===== src/rtl/sad_pkg.sv =====
// Shared definitions for the SAD datapath: default widths, the saturation
// threshold produced by the PE array, the best-match FSM states, and the clamp
// helper used wherever a SAD value must be limited to the threshold.
package sad_pkg;

  localparam int SAD_W_DEF     = 10;
  localparam int IDX_W_DEF     = 12;
  localparam int THRESHOLD_DEF = 500;

  typedef enum logic [1:0] {
    IDLE = 2'd0,
    SCAN = 2'd1,
    HOLD = 2'd2
  } state_e;

  // Values above thr collapse to thr. A value equal to thr already means
  // "no match", so it needs no change.
  function automatic logic [31:0] sad_clamp(input logic [31:0] sad,
                                            input logic [31:0] thr);
    return (sad > thr) ? thr : sad;
  endfunction

endpackage


===== src/rtl/sad_min_reg.sv =====
// Running-minimum register for one search window.
//   clk, rst        : clock and synchronous active-high reset (clears to 0)
//   clr_i           : open a window (best_sad <= THRESHOLD, best_idx <= 0)
//   upd_i           : a candidate is accepted this cycle
//   sad_i, idx_i    : raw candidate SAD and its arrival index
//   best_sad_o/idx_o: registered minimum and the index of its first occurrence
//   best_sad_nxt_o  : value best_sad takes at the next edge, so the top can
//                     register match_found on the same edge as the final update
module sad_min_reg
  import sad_pkg::*;
#(
  parameter int SAD_W     = SAD_W_DEF,
  parameter int IDX_W     = IDX_W_DEF,
  parameter int THRESHOLD = THRESHOLD_DEF
) (
  input  logic             clk,
  input  logic             rst,
  input  logic             clr_i,
  input  logic             upd_i,
  input  logic [SAD_W-1:0] sad_i,
  input  logic [IDX_W-1:0] idx_i,
  output logic [SAD_W-1:0] best_sad_o,
  output logic [IDX_W-1:0] best_idx_o,
  output logic [SAD_W-1:0] best_sad_nxt_o
);

  localparam logic [SAD_W-1:0] THR = SAD_W'(THRESHOLD);

  logic [SAD_W-1:0] sad_cl;
  logic [SAD_W-1:0] best_sad_q, best_sad_d;
  logic [IDX_W-1:0] best_idx_q, best_idx_d;

  assign sad_cl = SAD_W'(sad_clamp(32'(sad_i), 32'(THRESHOLD)));

  // Strict less-than: an equal later candidate never replaces the earlier one.
  always_comb begin
    best_sad_d = best_sad_q;
    best_idx_d = best_idx_q;
    if (clr_i) begin
      best_sad_d = THR;
      best_idx_d = '0;
    end else if (upd_i && (sad_cl < best_sad_q)) begin
      best_sad_d = sad_cl;
      best_idx_d = idx_i;
    end
  end

  always_ff @(posedge clk) begin
    if (rst) begin
      best_sad_q <= '0;
      best_idx_q <= '0;
    end else begin
      best_sad_q <= best_sad_d;
      best_idx_q <= best_idx_d;
    end
  end

  assign best_sad_o     = best_sad_q;
  assign best_idx_o     = best_idx_q;
  assign best_sad_nxt_o = best_sad_d;

endmodule


===== src/rtl/sad_best_match.sv =====
// Best-match selector downstream of the SAD PE array. Scans a window of SAD
// values (valid/ready in), tracks the first minimum and its index, then holds
// the result on a valid/ready output until the controller takes it.
//   clk, rst              : clock, synchronous active-high reset
//   start                 : begin a window (only honoured in IDLE)
//   in_valid/in_ready     : input handshake; in_sad, in_last ride with it
//   out_valid/out_ready   : result handshake
//   best_sad, best_idx    : minimum clamped SAD and its 0-based index
//   match_found, overflow : best_sad < THRESHOLD; window exceeded 2^IDX_W samples
//   busy                  : high while scanning or holding a result
module sad_best_match
  import sad_pkg::*;
#(
  parameter int SAD_W     = SAD_W_DEF,
  parameter int IDX_W     = IDX_W_DEF,
  parameter int THRESHOLD = THRESHOLD_DEF
) (
  input  logic             clk,
  input  logic             rst,
  input  logic             start,
  input  logic             in_valid,
  output logic             in_ready,
  input  logic [SAD_W-1:0] in_sad,
  input  logic             in_last,
  output logic             out_valid,
  input  logic             out_ready,
  output logic [SAD_W-1:0] best_sad,
  output logic [IDX_W-1:0] best_idx,
  output logic             match_found,
  output logic             overflow,
  output logic             busy
);

  localparam logic [SAD_W-1:0] THR = SAD_W'(THRESHOLD);

  state_e           state_q;
  logic [IDX_W-1:0] cnt_q;
  logic             ovf_q, match_q, in_ready_q, out_valid_q, busy_q;
  logic             fire, clr;
  logic [SAD_W-1:0] best_sad_nxt;

  assign fire = in_valid & in_ready_q;
  assign clr  = (state_q == IDLE) & start;

  sad_min_reg #(
    .SAD_W    (SAD_W),
    .IDX_W    (IDX_W),
    .THRESHOLD(THRESHOLD)
  ) u_min (
    .clk           (clk),
    .rst           (rst),
    .clr_i         (clr),
    .upd_i         (fire),
    .sad_i         (in_sad),
    .idx_i         (cnt_q),
    .best_sad_o    (best_sad),
    .best_idx_o    (best_idx),
    .best_sad_nxt_o(best_sad_nxt)
  );

  // Handshake outputs are registered and change only on state transitions.
  always_ff @(posedge clk) begin
    if (rst) begin
      state_q     <= IDLE;
      cnt_q       <= '0;
      ovf_q       <= 1'b0;
      match_q     <= 1'b0;
      in_ready_q  <= 1'b0;
      out_valid_q <= 1'b0;
      busy_q      <= 1'b0;
    end else begin
      unique case (state_q)
        IDLE: begin
          if (start) begin
            state_q    <= SCAN;
            cnt_q      <= '0;
            ovf_q      <= 1'b0;
            match_q    <= 1'b0;
            in_ready_q <= 1'b1;
            busy_q     <= 1'b1;
          end
        end
        SCAN: begin
          if (fire) begin
            cnt_q <= cnt_q + 1'b1;
            // Counter about to wrap with more samples still to come.
            if ((&cnt_q) && !in_last) ovf_q <= 1'b1;
            if (in_last) begin
              state_q     <= HOLD;
              in_ready_q  <= 1'b0;
              out_valid_q <= 1'b1;
              match_q     <= (best_sad_nxt < THR);
            end
          end
        end
        HOLD: begin
          if (out_ready) begin
            state_q     <= IDLE;
            out_valid_q <= 1'b0;
            busy_q      <= 1'b0;
          end
        end
        default: state_q <= IDLE;
      endcase
    end
  end

  assign in_ready    = in_ready_q;
  assign out_valid   = out_valid_q;
  assign busy        = busy_q;
  assign match_found = match_q;
  assign overflow    = ovf_q;

endmodule


===== config.mk =====
export PLATFORM = sky130hd
export DESIGN_NAME = sad_best_match
export DESIGN_NICKNAME = d
export VERILOG_FILES = /design/src/rtl/sad_pkg.sv /design/src/rtl/sad_min_reg.sv /design/src/rtl/sad_best_match.sv
export SDC_FILE = /design/constraint.sdc
export NUM_CORES = 1
export LEC_CHECK = 0
export CORE_MARGIN = 8
export CORE_UTILIZATION = 40
export DETAILED_ROUTE_END_ITERATION = 8
export HOLD_SLACK_MARGIN = 0.1
export PLACE_DENSITY_LB_ADDON = 0.3
export SLEW_MARGIN = 20
export SYNTH_ARGS = -nofsm -noshare
export SYNTH_HDL_FRONTEND = slang
export SYNTH_SLANG_ARGS = --single-unit

===== constraint.sdc =====
create_clock -name clk -period 4.5 [get_ports clk]
set_input_delay 0.9 -clock clk [delete_from_list [all_inputs] [get_ports clk]]
set_output_delay 0.9 -clock clk [all_outputs]
set_load 0.02 [all_outputs]

==> results of run 1 <==
layer usage:
layer  part of all wire [%]  global-route usage [%]  up-vias
met4                    1.0                    5.07        0
li1                       -                       -      974
met3                    7.1                    4.88        7
met1                     46                    17.5      907
met5                      0                       0        -
met2                     46                    22.6       50
worst min-delay path by stage:
stage,cells after the start,from,to,slack (ps)
2_1_floorplan,2,cnt_q[8],u_min.best_idx_o[8],460
3_3_place_gp,2,out_valid,out_valid,460
3_5_place_dp,2,out_valid,out_valid,470
4_1_cts,2,u_min.best_idx_o[10],u_min.best_idx_o[10],480
5_1_grt,2,out_valid,out_valid,490
6_report,2,out_valid,out_valid,480
state kept, by name (all words and copies together) (netlist names):
signal,count
match_found,1
cnt_q,12
in_ready,1
busy,1
state_q,2
u_min.best_idx_o,12
out_valid,1
u_min.best_sad_o,10
overflow,1
stage by stage:
| step | hold WS (ps) | utilization [%] | instances | total power [W] |
|---|---|---|---|---|
| after CTS | 479 | 52.1 | 360 | 0.000750 |
| after global placement | 458 | 50.4 | 353 | 0.000504 |
| final | 476 | 52.1 | 360 | 0.000742 |
| after detailed placement | 467 | 50.4 | 353 | 0.000507 |
| after floorplan | 464 | - | 251 | 0.000460 |
| after global routing | 493 | 52.1 | 360 | 0.000781 |
cell usage in the layout (no fill, tap or decap), types with 2 or more instances in the layout:
master / instances
nand4_1: 10
o311a_1: 6
xor2_1: 9
clkdlybuf4s50_1: 42
or2_2: 6
a21oi_1: 24
ha_1: 10
nor2_1: 22
nor3b_1: 2
and3_1: 3
a211oi_1: 2
a21o_1: 3
clkbuf_8: 6
dfxtp_1: 41
inv_1: 14
buf_4: 4
o21ai_0: 28
nor3_1: 2
nor2b_1: 5
nand3_1: 19
nand2b_1: 5
nand2_1: 8
power by group:
| part | total, W | switching (W) | internal, W |
|---|---|---|---|
| combinational | 0.000114 | 0.0000609 | 0.0000531 |
| clock | 0.000244 | 0.000122 | 0.000122 |
| sequential | 0.000384 | 0.0000120 | 0.000372 |
worst reg2reg max path, stage by stage, from the launching register on:
cell      delay, ps
dfxtp_1         410
inv_1            60
ha_1            300
a21o_1          180
a221o_1         390
a2111o_1        690
o21ai_0         260
o221ai_1        130
kinds of logic (layout without fill, tap and decap cells):
family,Yosys count,count (layout)
XOR/XNOR,10,10
buffers and inverters,28,67
adder cells (fa/ha/maj),10,10
flip-flops,41,41
other,1,1
AND/OR/NAND/NOR,87,87
multiplexers,1,1
AO/OA/AOI/OAI,73,73
layout make-up:
type	instances	area [µm²]	share of cell area (%)
Timing Repair Buffer	46	450	17.0
Sequential cell	41	821	31.0
Tap cell	70	87.6	3.31
Clock buffer	7	86.3	3.26
Inverter	14	52.6	1.99
Multi-Input combinational cell	182	1150	43.4
==> impl_metrics.tcl, run 1 <==
set metrics [dict create \
    status "finished, final reports clean" \
    grt_pass1_wl_mm 8.76 \
    numPortBuffers 42 \
    ys_types 40 \
    grt_overflow 0 \
    p_per_area_nw_per_um2 280 \
    r2r_start "u_min.best_sad_o[4]" \
    finalHoldViolCount 0 \
    nets 316 \
    die_y_um 88.2 \
    synth_xor_area_share_pct 4.20 \
    cts_tree "done" \
    synth_top_family_by_area "compound AO/OA/AOI/OAI gates" \
    ys_ff_latch 41 \
    netlist_instances 251 \
    synth_fa_ha_area_share_pct 6.01 \
    grt_pass1_vias 1776 \
    wl_per_cell_um 15.1 \
    slowest_delay_ps 690 \
    yosysTopAreaCell "dfxtp_1" \
    leakagePower_nw 0.918 \
    r2r_end "match_found" \
    crit_arrival_ps 3800 \
    area_growth_pct 27.0 \
    syn_area_per_cell_um2 8.30 \
    grt_max_degree 28 \
    hold_class "flop to flop" \
    cts_resized 0 \
    synth_nets 277 \
    slew_violations 0 \
    yosys_most_used_dff "dfxtp_1" \
    fp.dieW_um 88.2 \
    cp_cell_sequence "clkdlybuf4s50_1 -> nand4_1 -> nor2_1 -> a211o_1 -> ha_1 -> a21o_1 -> a221o_1 -> a2111o_1 -> o21ai_0 -> o221ai_1" \
    synth-edff-count 0 \
    fin_worst_skew_ps 7.47 \
    placed_area_um2 2560 \
    cap_violations 0 \
    syn_area_um2 2080 \
    drc_errors 0 \
    crit_start "in_sad[6]" \
    slew_headroom_pct 39.7 \
    cp-start-kind "input pin" \
    reg2regPathDepth 7 \
    synth_common_cells "dfxtp_1, o21ai_0, a21oi_1, nor2_1, nand3_1" \
    finalSetupViolations 0 \
    tightest_slew_ps 881 \
    fin_ws_ps 866 \
    final_area_um2 2650 \
    cts_made_buffers 5 \
    design.die.area_um2 7770 \
    synthArstFlopShare_pct 0 \
    ios 43 \
    critPathMaxFanout 21 \
    layout-drive-gt1-share_pct 6.55 \
    finalCritPeriodShare_pct 80.8 \
    fillCellCount 507 \
    drt_first_pass_iters 4 \
    vias_per_cell 5.38 \
    cts_sinks 41 \
    required_ps 4660 \
    diodes 0 \
    start_util_pct 41.1 \
    synthMuxAreaShare_pct 0.480 \
    clock-root-buffer "clkbuf_8" \
    worstSetupEndpointType "flop" \
    antenna_found_initial 0 \
    yosysWarnings 0 \
    endpoint "match_found" \
    grt_setup_unrepaired "no" \
    hold_buffers 0 \
    min_period_ps 3630 \
    peakVddDrop_uv 147 \
    clk_path_buf_depth 2 \
    synth_area_leaders "dfxtp_1, o21ai_0, ha_1" \
    totalWireLength_mm 5.43 \
    htree_levels 2 \
    path_buf_inv 1 \
    clkTransAtPathRegs_ps 80 \
    ant_nets 0 \
    ys_seq_area_share_pct 39.4 \
    post-cts-setup-buffers 0 \
    place_congestion 0.836 \
    synth_top_area_share_pct 39.4 \
    routed-via-count 1938 \
    drtIter0Drc 89 \
    tns_ps 0 \
    synth-compound-area-share_pct 22.4 \
    grtUsageTotal_pct 14.3 \
    yosys.area_share.simple_pct 21.9 \
    path_depth 10 \
    dp_hpwl_mm 3.94 \
    critPathTopFamily "compound AO/OA/AOI/OAI gates" \
    clk_latency_ps 290 \
    critPathSlowestCell "a2111o_1" \
    r2r_slack_ps 1950 \
    core_um2 5070 \
    synth.most_common_cell "dfxtp_1" \
    num_rows 26 \
    pre_cts_slack_ps 566 \
    critPathKind "input pin to flop" \
    max_freq_mhz 275 \
]
(Power assumes the default switching activity.)
==> run 2, diff against run 1 <==
==> constraint.sdc (replaced) <==
create_clock -name clk -period 3.25 [get_ports clk]
set_input_delay 0.65 -clock clk [delete_from_list [all_inputs] [get_ports clk]]
set_output_delay 0.65 -clock clk [all_outputs]
set_load 0.02 [all_outputs]
==> run 2 against run 1 <==
Sequential power up 38%; die area is the same; worst hold slack improved by 1.9 ps; non-clock buffer count is 18 higher.
==> impl_metrics.tcl, run 2 (synthesis gave the netlist of run 1 again) <==
set metrics [dict create \
    clk_path_buf_depth 2 \
    layout_common_cells "dfxtp_1, clkdlybuf4s50_1, a21oi_1" \
    critPathSlowestCell "a2111o_1" \
    totalWireLength_mm 5.50 \
    tightest_slew_ps 579 \
    ant_nets 0 \
    fillCellCount 499 \
    worstSetupEndpointType "flop" \
    whs_path_depth 2 \
    routed-via-count 1987 \
    cts_made_buffers 5 \
    seq_area_um2 821 \
    critPathKind "input pin to flop" \
    finalHoldViolCount 0 \
    grt_pass1_vias 1939 \
    place_congestion 0.836 \
    drt_first_pass_iters 4 \
    grt_overflow 0 \
    fin_worst_skew_ps 7.66 \
    antenna_found_initial 0 \
    fp.dieW_um 88.2 \
    layout-drive-gt1-share_pct 12.6 \
    slowest_delay_ps 450 \
    vias_per_cell 5.24 \
    required_ps 3490 \
    grt_setup_unrepaired "no" \
    hold_class "flop to flop" \
    tns_ps 0 \
    design.die.area_um2 7770 \
    numPortBuffers 42 \
    status "finished, final reports clean" \
    reg2regPathDepth 8 \
    drc_errors 0 \
    cap_violations 0 \
    cp_cell_sequence "clkdlybuf4s50_1 -> nand4_1 -> nor2_1 -> a211o_1 -> ha_1 -> a21o_1 -> a221o_1 -> a2111o_1 -> buf_4 -> o21ai_0 -> o311a_1" \
    start_util_pct 41.1 \
    post-cts-setup-buffers 0 \
    grt_max_degree 28 \
    nets 334 \
    area_growth_pct 35.5 \
    multiInputGateArea_um2 1150 \
    slew_headroom_pct 61.4 \
    grt_pass1_wl_mm 9.20 \
    min_period_ps 3130 \
    crit_arrival_ps 3370 \
    clk_latency_ps 300 \
    p_per_area_nw_per_um2 400 \
    drtIter0Drc 140 \
    grtUsageTotal_pct 15.0 \
    ios 43 \
    slew_violations 0 \
    peakVddDrop_uv 211 \
    critPathMaxFanout 5 \
    max_freq_mhz 320 \
    leakagePower_nw 1.03 \
    die_y_um 88.2 \
    core_um2 5070 \
    finalCritPeriodShare_pct 96.2 \
    dp_hpwl_mm 4.12 \
    hold_slack_ps 478 \
    cp-start-kind "input pin" \
    finalSetupViolations 0 \
    cts_sinks 41 \
    num_rows 26 \
    wl_per_cell_um 14.5 \
    clock-root-buffer "clkbuf_8" \
    fin_cells 379 \
    diodes 0 \
    cts_tree "done" \
    htree_levels 2 \
    clkTransAtPathRegs_ps 80 \
    hold_buffers 0 \
    dp_cells 371 \
]
==> run 2: cell count changes in the layout (fill, tap and decap cells not counted) <==
cell | previous run | this run
buf_4 | 4 | 21
buf_6 | 0 | 1
bufinv_16 | 0 | 1
clkdlybuf4s50_1 | 42 | 41
dlymetal6s2s_1 | 0 | 1
nor3b_1 | 2 | 1
nor3b_2 | 0 | 1
o21ai_0 | 28 | 23
o21ai_1 | 0 | 5
==> run 2: report_power, final <==
group	total [W]	switching [W]	leakage, nW	internal (W)
Combinational	0.000170	0.0000867	0.638	0.0000834
Sequential	0.000531	0.0000162	0.333	0.000515
Clock	0.000427	0.000177	0.0585	0.000250
Total	0.00113	0.000280	1.03	0.000849
==> run 2: area by class of cell <==
type / count / share of cell area (%)
inverters: 14 / 1.86
clock inverters: 1 / 1.06
well taps: 70 / 3.10
repair buffers: 64 / 21.0
flip-flops and latches: 41 / 29.1
clock buffers: 7 / 3.06
multi-input cells: 182 / 40.9
==> run 2: timing repair <==
| item | CTS | global route |
|---|---|---|
| setup endpoints to repair | 1 | 21 |
| pin swaps | 0 | 6 |
| resized for setup | 1 | 7 |
==> run 2: per-stage QoR <==
stage                     util [%]  setup slack (ps)  area (µm²)  total power (W)
after CTS                     55.5              23.9        2820          0.00114
after floorplan                  -               177        2080         0.000637
after detailed placement      53.1              -305        2700         0.000711
final                         55.6               122        2820          0.00113
after global placement        53.1              -247        2700         0.000708
after global routing          55.6              3.72        2820          0.00119
==> run 2: path summary, 6_finish.rpt <==
check / start / end / slack (ps)
max: in_sad[8] / u_min.best_sad_o[4] / 120
min: out_valid / out_valid / 480
max reg2reg: u_min.best_sad_o[5] / u_min.best_sad_o[4] / 900
min reg2reg: out_valid / out_valid / 480
==> run 2: metal layers <==
metal	wire length [µm]	vias up	part of all wire, %	global-route usage (%)
li1	-	1014	-	-
met1	2490	912	45	18.5
met2	2510	54	46	23.5
met3	423	7	7.7	4.97
met4	76	0	1.4	5.84
met5	0	-	0	0
==> run 2: critical path, delay by kind of cell <==
kind,cells,cell delay (ps)
AND/OR/NAND/NOR,2,200
buffers and inverters,2,620
adder cells (fa/ha/maj),1,290
AO/OA/AOI/OAI,6,1620
